## config.mk

```make
export PLATFORM = sky130hd
export DESIGN_NAME = regfile_writeback_arbiter_flat
export DESIGN_NICKNAME = d
export VERILOG_FILES = /design/src/rtl/regfile_writeback_arbiter_if.sv /design/src/rtl/regfile_writeback_arbiter.sv /design/src/flat_wrapper.sv
export SDC_FILE = /design/constraint.sdc
export NUM_CORES = 1
export LEC_CHECK = 0
export CAP_MARGIN = 0
export CORE_UTILIZATION = 45
export DETAILED_ROUTE_END_ITERATION = 16
export MAX_ROUTING_LAYER = met4
export PLACE_DENSITY_LB_ADDON = 0.3
export RECOVER_POWER = 25
export SYNTH_ARGS = -nofsm -noshare
export SYNTH_HDL_FRONTEND = slang
export SYNTH_SLANG_ARGS = --single-unit
export TNS_END_PERCENT = 1
```

## constraint.sdc

```tcl
create_clock -name clk -period 2.9 [get_ports clk]
set_clock_uncertainty 0.15 [all_clocks]
set_input_delay 0.58 -clock clk [delete_from_list [all_inputs] [get_ports clk]]
set_output_delay 0.58 -clock clk [all_outputs]
set_load 0.02 [all_outputs]
```

## src/rtl/regfile_writeback_arbiter_if.sv

```systemverilog
// Writeback bus: ALU and load-unit result handshakes plus the register-file write port.
interface regfile_writeback_arbiter_if;
  localparam int unsigned ADDR_W = 5;
  localparam int unsigned DATA_W = 32;

  logic              aluValid;
  logic              aluReady;
  logic [ADDR_W-1:0] aluAddress;
  logic [DATA_W-1:0] aluData;

  logic              memValid;
  logic              memReady;
  logic [ADDR_W-1:0] memAddress;
  logic [DATA_W-1:0] memData;

  logic              writeEnable;
  logic [ADDR_W-1:0] writeAddress;
  logic [DATA_W-1:0] writeData;

  // Producer / register-file side
  modport master (
    output aluValid, aluAddress, aluData,
    output memValid, memAddress, memData,
    input  aluReady, memReady,
    input  writeEnable, writeAddress, writeData
  );

  // Arbiter side
  modport slave (
    input  aluValid, aluAddress, aluData,
    input  memValid, memAddress, memData,
    output aluReady, memReady,
    output writeEnable, writeAddress, writeData
  );
endinterface

```

## src/rtl/regfile_writeback_arbiter.sv

```systemverilog
// Register-file write-port arbiter: ALU results (priority) merged with
// FIFO-buffered load results, x0 writes discarded, load starvation bounded.
// Optional macro WB_LOAD_BYPASS_EN lets a load skip an empty FIFO.
module regfile_writeback_arbiter #(
  parameter int unsigned DEPTH        = 4,
  parameter int unsigned STARVE_LIMIT = 3
) (
  input  logic                         clk,
  input  logic                         rst,
  regfile_writeback_arbiter_if.slave   bus,
  output logic [$clog2(DEPTH+1)-1:0]   fifoCount
);
  localparam int unsigned ADDR_W = 5;
  localparam int unsigned DATA_W = 32;
  localparam int unsigned PTR_W  = $clog2(DEPTH);
  localparam int unsigned CNT_W  = $clog2(DEPTH + 1);
  localparam int unsigned SC_W   = (STARVE_LIMIT < 1) ? 1 : $clog2(STARVE_LIMIT + 1);

  typedef struct packed {
    logic [ADDR_W-1:0] address;
    logic [DATA_W-1:0] data;
  } entry_t;

  entry_t            fifo_mem [DEPTH];
  logic [PTR_W-1:0]  rd_ptr;
  logic [PTR_W-1:0]  wr_ptr;
  logic [SC_W-1:0]   starve_count;

  logic   empty;
  logic   full;
  logic   forced;
  logic   push;
  logic   pop;
  logic   bypass;
  logic   win;
  entry_t winner;

  // Arbitration: starved FIFO head, then ALU, then FIFO head (or bypassed load)
  always_comb begin
    empty        = (fifoCount == '0);
    full         = (fifoCount == CNT_W'(DEPTH));
    forced       = !empty && (starve_count == SC_W'(STARVE_LIMIT));
    bus.aluReady = !forced;
    bus.memReady = !full;
    pop          = !empty && (forced || !bus.aluValid);
    bypass       = 1'b0;
`ifdef WB_LOAD_BYPASS_EN
    bypass       = empty && bus.memValid && !bus.aluValid;
`endif
    push         = bus.memValid && !full && !bypass;
    win          = 1'b1;
    winner       = fifo_mem[rd_ptr];
    if (pop) begin
      winner = fifo_mem[rd_ptr];
    end else if (bus.aluValid) begin
      winner.address = bus.aluAddress;
      winner.data    = bus.aluData;
    end else if (bypass) begin
      winner.address = bus.memAddress;
      winner.data    = bus.memData;
    end else begin
      win = 1'b0;
    end
  end

  // Load FIFO pointers and occupancy
  always_ff @(posedge clk or posedge rst) begin
    if (rst) begin
      rd_ptr    <= '0;
      wr_ptr    <= '0;
      fifoCount <= '0;
    end else begin
      if (push) wr_ptr <= wr_ptr + PTR_W'(1);
      if (pop)  rd_ptr <= rd_ptr + PTR_W'(1);
      if (push && !pop) begin
        fifoCount <= fifoCount + CNT_W'(1);
      end else if (pop && !push) begin
        fifoCount <= fifoCount - CNT_W'(1);
      end
    end
  end

  // Load FIFO storage; contents are don't-care until pushed
  always_ff @(posedge clk) begin
    if (push) begin
      fifo_mem[wr_ptr].address <= bus.memAddress;
      fifo_mem[wr_ptr].data    <= bus.memData;
    end
  end

  // Cycles a non-empty FIFO has lost arbitration, saturating at the limit
  always_ff @(posedge clk or posedge rst) begin
    if (rst) begin
      starve_count <= '0;
    end else if (empty || pop) begin
      starve_count <= '0;
    end else if (starve_count != SC_W'(STARVE_LIMIT)) begin
      starve_count <= starve_count + SC_W'(1);
    end
  end

  // Registered write port; x0 winners are consumed without a strobe
  always_ff @(posedge clk or posedge rst) begin
    if (rst) begin
      bus.writeEnable  <= 1'b0;
      bus.writeAddress <= '0;
      bus.writeData    <= '0;
    end else if (win) begin
      bus.writeEnable  <= (winner.address != '0);
      bus.writeAddress <= winner.address;
      bus.writeData    <= winner.data;
    end else begin
      bus.writeEnable  <= 1'b0;
    end
  end
endmodule

```

## src/flat_wrapper.sv

```systemverilog
// flat-port wrapper written by rule: the top's interface ports become plain ports
module regfile_writeback_arbiter_flat 
#(
  parameter int unsigned DEPTH        = 4,
  parameter int unsigned STARVE_LIMIT = 3
)
  (clk, rst, fifoCount, bus_aluValid, bus_aluAddress, bus_aluData, bus_memValid, bus_memAddress, bus_memData, bus_aluReady, bus_memReady, bus_writeEnable, bus_writeAddress, bus_writeData);
  regfile_writeback_arbiter_if bus_i ();
  input  logic clk;
  input  logic rst;
  output logic [$clog2(DEPTH+1)-1:0] fifoCount;
  input wire logic [$bits(bus_i.aluValid)-1:0] bus_aluValid;
  input wire logic [$bits(bus_i.aluAddress)-1:0] bus_aluAddress;
  input wire logic [$bits(bus_i.aluData)-1:0] bus_aluData;
  input wire logic [$bits(bus_i.memValid)-1:0] bus_memValid;
  input wire logic [$bits(bus_i.memAddress)-1:0] bus_memAddress;
  input wire logic [$bits(bus_i.memData)-1:0] bus_memData;
  output wire logic [$bits(bus_i.aluReady)-1:0] bus_aluReady;
  output wire logic [$bits(bus_i.memReady)-1:0] bus_memReady;
  output wire logic [$bits(bus_i.writeEnable)-1:0] bus_writeEnable;
  output wire logic [$bits(bus_i.writeAddress)-1:0] bus_writeAddress;
  output wire logic [$bits(bus_i.writeData)-1:0] bus_writeData;
  assign bus_i.aluValid = bus_aluValid;
  assign bus_i.aluAddress = bus_aluAddress;
  assign bus_i.aluData = bus_aluData;
  assign bus_i.memValid = bus_memValid;
  assign bus_i.memAddress = bus_memAddress;
  assign bus_i.memData = bus_memData;
  assign bus_aluReady = bus_i.aluReady;
  assign bus_memReady = bus_i.memReady;
  assign bus_writeEnable = bus_i.writeEnable;
  assign bus_writeAddress = bus_i.writeAddress;
  assign bus_writeData = bus_i.writeData;
  regfile_writeback_arbiter #(.DEPTH(DEPTH), .STARVE_LIMIT(STARVE_LIMIT)) u_core (.clk(clk), .rst(rst), .bus(bus_i), .fifoCount(fifoCount));
endmodule
```

==> impl_metrics.env, run 1 <==
export IMPL_outcome="finished clean"
export IMPL_critPathLaunch="u_core.fifoCount[0]"
export IMPL_cp_max_fo=6
export IMPL_numCtsBuffers=17
export IMPL_startpoint_type="register"
export IMPL_fin_crit_sh=0.924
export IMPL_antenna_found_initial=1
export IMPL_tightest_slew_ns=0.698
export IMPL_rr_worst_depth=10
export IMPL_start_util=0.461
export IMPL_cts_root_buffer="clkbuf_16"
export IMPL_cap_violations=0
export IMPL_maxSlewHeadroom=0.535
export IMPL_syn_cell_area_um2=7680
export IMPL_end_kind="output port"
export IMPL_core_area_um2=16600
export IMPL_hold_worst_slack_ns=0.332
export IMPL_grt_pass1_wl_mm=22.5
export IMPL_arrival_ns=1.95
export IMPL_die_w_um=133
export IMPL_drc_errors=0
export IMPL_wl_per_cell_um=18.8
export IMPL_min_from="u_core.bus.writeData[25]"
export IMPL_final_min_clock_period_ns=2.68
export IMPL_hold_violations=0
export IMPL_clk_pin_slew_ns=0.07
export IMPL_cp_required_ns=2.17
export IMPL_htreeDepth=4
export IMPL_ir_worst_vdd_v=0.000527
export IMPL_cts_tree="yes"
export IMPL_die_h_um=133
export IMPL_nets=619
export IMPL_dr_pass1_iters=4
export IMPL_rr_endpoint="u_core.fifoCount[2]"
export IMPL_worstSetupPathType="reg -> out"
export IMPL_grt_setup_unrepaired="false"
export IMPL_maxSlewViolCount=0
export IMPL_p_leak_nw=3.51
export IMPL_fmax_mhz=373
export IMPL_antenna_left=0
export IMPL_rows=47
export IMPL_postCtsSetupBuffers=0
export IMPL_synth_seq_cells=195
export IMPL_finalSetupViolCount=0
export IMPL_grt_pass1_vias=4157
export IMPL_drive_above_1_share=0.132
export IMPL_die_area_um2=17600
export IMPL_crit_end="bus_aluReady"
export IMPL_syn_avg_cell_area_um2=19.0
export IMPL_placed_cells=735
export IMPL_power_mw=9.58
export IMPL_ios=121
export IMPL_p_per_area_nw_per_um2=979
export IMPL_grt_max_degree=66
export IMPL_track_usage=0.179
export IMPL_syn_instance_count=405
export IMPL_dp_hpwl_mm=8.75
export IMPL_num_vias=3931
export IMPL_worstSkewPairLatency_ns=0.42
export IMPL_routed_wl_mm=14.5
export IMPL_fill_cells=1247
export IMPL_worstReg2RegStart="u_core.fifoCount[0]"
export IMPL_synth_cell_types=33
export IMPL_gp_congestion=0.732
export IMPL_cts_resized=0
export IMPL_synth_nets=490
export IMPL_synth_warnings=0
export IMPL_clock_sinks=195
export IMPL_finalSetupTns_ns=0
export IMPL_io_buffers=120
export IMPL_seq_area_frac_synth=0.732
export IMPL_grt_ovfl_total=0
export IMPL_area_growth_pct=27.4
export IMPL_drtIter0Drc=254
export IMPL_holdCritPathClass="reg -> reg"
export IMPL_rrSetupSlack_ns=0.54
export IMPL_clock_path_buffers=2
export IMPL_hold_buffers=0
export IMPL_layoutNonFillerInstCount=768
export IMPL_viasPerCell=5.12
==> area by class of cell <==
type | count | area (um^2) | area share
multi-input cells | 184 | 1900 | 0.194
inverters | 6 | 22.5 | 0.00230
well taps | 220 | 275 | 0.0281
repair buffers | 130 | 1360 | 0.139
clock inverters | 12 | 151 | 0.0155
diodes | 1 | 2.50 | 0.000256
clock buffers | 20 | 447 | 0.0457
flip-flops and latches | 195 | 5620 | 0.575
==> sequential cells by signal, indices dropped and copies added, names as in the netlist <==
signal / flops
u_core.fifo_mem: 148
u_core.bus.writeAddress: 5
u_core.fifoCount: 3
u_core.wr_ptr: 2
u_core.rd_ptr: 2
u_core.bus.writeData: 32
u_core.starve_count: 2
u_core.bus.writeEnable: 1
==> power breakdown <==
part,internal [mW],switching [mW]
sequential,3.81,0.338
combinational,1.54,1.54
clock,1.38,0.970
total,6.73,2.85
==> critical path, cell delays in order (launching register included) <==
cell and delay [ns]:
dfrtp_1 0.46, o31a_1 0.37, inv_2 0.10, clkdlybuf4s50_1 0.61
==> per-layer routing <==
metal  GRT usage  vias to the layer above  share of wire
met1       0.218                     1976           0.42
met4      0.0607                        0         0.0072
li1            -                     1852              -
met3      0.0421                        4          0.040
met5           -                        -              0
met2       0.296                       99           0.53
==> logic make-up after synthesis <==
group	after synthesis	synth area share
compound gates	41	0.0280
fa+ha+maj	7	0.0124
simple gates	56	0.0329
buf+inv	26	0.0226
mux	74	0.165
xor+xnor	6	0.00684
flops	195	0.732
==> cell usage after synthesis (all sizes together) <==
cell type | number | area (um^2)
dfrtp | 47 | 1180
o21ai | 34 | 170
nand3 | 3 | 15.0
xor2 | 2 | 17.5
and2 | 1 | 6.26
xnor2 | 4 | 35.0
edfxtp | 148 | 4440
buf | 17 | 139
clkbuf | 3 | 12.5
a21oi | 3 | 15.0
nor2 | 8 | 30.0
nand2 | 35 | 134
o31a | 1 | 8.76
ha | 6 | 75.1
nand2b | 1 | 6.26
nor3b | 1 | 7.51
and4 | 2 | 17.5
inv | 6 | 22.5
and3 | 4 | 25.0
fa | 1 | 20.0
mux2 | 2 | 22.5
mux2i | 35 | 350
a31oi | 2 | 12.5
mux4 | 37 | 897
or3 | 1 | 11.3
a41oi | 1 | 8.76
==> per-stage QoR <==
stage / utilization / instance area, um^2 / setup slack, ns
floorplan: - / 7680 / 0.304
global placement: 0.552 / 9180 / 0.290
detailed placement: 0.552 / 9180 / 0.231
CTS: 0.588 / 9780 / 0.195
global route: 0.588 / 9780 / 0.154
finish: 0.588 / 9780 / 0.221
==> layout by cell type (no fill, tap or decap), types with 6 or more instances in the layout <==
cell	instances
mux4_1	17
nor2_1	7
nand2_1	34
edfxtp_1	148
clkdlybuf4s50_1	92
dfrtp_1	45
o21ai_1	21
o21ai_0	13
dlygate4sd3_1	28
ha_1	6
mux2i_1	35
clkbuf_16	17
buf_12	7
mux4_2	20
==> worst min path at each step <==
stage                     slack, ns  cells after the start                        to
after floorplan                0.27                      1    u_core.starve_count[0]
after global placement         0.29                      1    u_core.starve_count[0]
after detailed placement       0.32                      2  u_core.bus.writeData[25]
after CTS                      0.34                      1    u_core.starve_count[0]
after global routing           0.35                      1    u_core.starve_count[0]
final                          0.33                      2  u_core.bus.writeData[25]
(Power assumes the default switching activity.)
==> run 2: changes to the inputs <==
Settings changed: ABC_CLOCK_PERIOD_IN_PS set to 2900, CELL_PAD_IN_SITES_DETAIL_PLACEMENT set to 0, CELL_PAD_IN_SITES_GLOBAL_PLACEMENT set to 1, TNS_END_PERCENT 1 to 5.
==> run 2 against run 1 <==
Compared with the run above: first-iteration DRC count is 29% lower; via count is 0.18% higher; sequential power hardly changed; combinational power is 2% lower; setup slack worse by 0.0055 ns; clock power hardly changed; critical path type unchanged; worst hold slack worse by 0.020 ns.
==> impl_metrics.env, run 2 (same netlist as run 1, synthesis figures left out) <==
export IMPL_io_buffers=120
export IMPL_layout_commonest_cell="edfxtp_1"
export IMPL_placed_cells=737
export IMPL_final_cell_mix="148 x edfxtp_1, 94 x clkdlybuf4s50_1, 45 x dfrtp_1, 35 x mux2i_1, 34 x nand2_1"
export IMPL_largest_reg_flops=148
export IMPL_routed_wl_mm=14.1
export IMPL_antenna_found_initial=1
export IMPL_wl_per_cell_um=18.3
export IMPL_viasPerCell=5.11
export IMPL_die_h_um=133
export IMPL_cts_root_buffer="clkbuf_16"
export IMPL_nets=621
export IMPL_rr_worst_depth=10
export IMPL_layoutNonFillerInstCount=770
export IMPL_die_w_um=133
export IMPL_cts_tree="yes"
export IMPL_startpoint_type="register"
export IMPL_postCtsSetupBuffers=0
export IMPL_holdCritPathClass="reg -> reg"
export IMPL_critPathLaunch="u_core.fifoCount[0]"
export IMPL_drc_errors=0
export IMPL_placedInstanceArea_um2=9170
export IMPL_cp_required_ns=2.17
export IMPL_hold_violations=0
export IMPL_grt_max_degree=46
export IMPL_maxSlewViolCount=0
export IMPL_maxSlewHeadroom=0.543
export IMPL_arrival_ns=1.95
export IMPL_crit_buf_inv=2
export IMPL_clock_sinks=195
export IMPL_cp_max_fo=6
export IMPL_grt_setup_unrepaired="false"
export IMPL_core_area_um2=16600
export IMPL_numCtsBuffers=17
export IMPL_critPathTopFamily="buffers and inverters"
export IMPL_fin_crit_sh=0.926
export IMPL_finalSetupViolCount=0
export IMPL_finalSetupTns_ns=0
export IMPL_rr_endpoint="u_core.fifoCount[2]"
export IMPL_rrSetupSlack_ns=0.50
export IMPL_worstSetupPathType="reg -> out"
export IMPL_setup_ws_ns=0.216
export IMPL_track_usage=0.177
export IMPL_grt_ovfl_total=0
export IMPL_drive_above_1_share=0.135
export IMPL_power_mw=9.54
export IMPL_final_min_clock_period_ns=2.68
export IMPL_worstPathCellList="o31a_1 -> inv_2 -> clkdlybuf4s50_1"
export IMPL_fill_cells=1246
export IMPL_drtIter0Drc=181
export IMPL_end_kind="output port"
export IMPL_pre_cts_ws_ns=0.228
export IMPL_worstSkewPairLatency_ns=0.42
export IMPL_crit_cells=3
export IMPL_grt_pass1_wl_mm=22.3
export IMPL_max_stage_delay_ns=0.61
export IMPL_gp_congestion=0.744
export IMPL_p_per_area_nw_per_um2=975
export IMPL_num_vias=3938
export IMPL_stdcell_area_um2=9780
export IMPL_cap_violations=0
export IMPL_worstReg2RegStart="u_core.fifoCount[0]"
export IMPL_ios=121
export IMPL_rows=47
export IMPL_grt_pass1_vias=4233
export IMPL_dp_hpwl_mm=8.70
export IMPL_clock_path_buffers=2
export IMPL_cp_slowest_cell="clkdlybuf4s50_1"
export IMPL_hold_buffers=0
export IMPL_ir_worst_vdd_v=0.000447
export IMPL_cts_resized=0
export IMPL_outcome="finished clean"
export IMPL_area_growth_pct=27.3
export IMPL_htreeDepth=4
export IMPL_start_util=0.461
export IMPL_die_area_um2=17600
export IMPL_p_leak_nw=3.52
export IMPL_largest_register="u_core.fifo_mem"
export IMPL_clk_pin_slew_ns=0.07
export IMPL_top_regs="u_core.fifo_mem: 148 flops, u_core.bus.writeData: 32 flops, u_core.bus.writeAddress: 5 flops"
export IMPL_tightest_slew_ns=0.684
export IMPL_dr_pass1_iters=4
export IMPL_antenna_left=0
export IMPL_crit_end="bus_aluReady"
export IMPL_fmax_mhz=373
## run 2: cell count changes in the layout (fill, tap and decap cells not counted), moves of 2 or more
cell | previous run | this run
buf_4 | 3 | 7
clkinv_4 | 1 | 3
buf_12 | 7 | 5
clkdlybuf4s50_1 | 92 | 94
dlygate4sd3_1 | 28 | 26
## run 2: per-stage QoR
stage | hold WS, ns | utilization
floorplan | 0.266 | -
global placement | 0.288 | 0.551
detailed placement | 0.301 | 0.551
CTS | 0.310 | 0.587
global route | 0.343 | 0.587
finish | 0.312 | 0.587
## run 2: per-layer routing
| layer | vias to the layer above | share of wire | track usage |
|---|---|---|---|
| met3 | 14 | 0.035 | 0.0410 |
| met1 | 1982 | 0.44 | 0.215 |
| li1 | 1858 | - | - |
| met4 | 0 | 0.012 | 0.0690 |
| met2 | 84 | 0.51 | 0.289 |
| met5 | - | 0 | - |
## run 2: layout make-up
cell class / count / area (um^2) / area share
flip-flops and latches: 195 / 5620 / 0.575
diodes: 1 / 2.50 / 0.000256
repair buffers: 132 / 1350 / 0.138
clock inverters: 13 / 158 / 0.0161
well taps: 220 / 275 / 0.0282
clock buffers: 19 / 443 / 0.0453
multi-input cells: 184 / 1900 / 0.194
inverters: 6 / 22.5 / 0.00230
## run 2: how the worst min path moves through the flow
| stage | slack [ns] | start | endpoint | cells after the start |
|---|---|---|---|---|
| after floorplan | 0.27 | u_core.starve_count[0] | u_core.starve_count[0] | 1 |
| after global placement | 0.29 | u_core.starve_count[0] | u_core.starve_count[0] | 1 |
| after detailed placement | 0.30 | u_core.starve_count[0] | u_core.starve_count[0] | 1 |
| after CTS | 0.31 | u_core.starve_count[0] | u_core.starve_count[0] | 1 |
| after global routing | 0.34 | u_core.starve_count[0] | u_core.starve_count[0] | 1 |
| final | 0.31 | u_core.starve_count[0] | u_core.starve_count[0] | 1 |
## run 2: where the power goes
part	switching [mW]	leakage, nW	internal [mW]
Combinational	1.50	1.32	1.52
Clock	0.967	0.299	1.38
Sequential	0.359	1.90	3.81
## run 2: worst reg2reg max path: stages (launching register included)
cell	delay [ns]
dfrtp_1	0.46
o31a_1	0.37
inv_2	0.11
nand2_2	0.07
nand2_1	0.10
ha_1	0.19
inv_1	0.06
fa_1	0.37
xor2_1	0.17
nor2_1	0.12
xor2_1	0.16
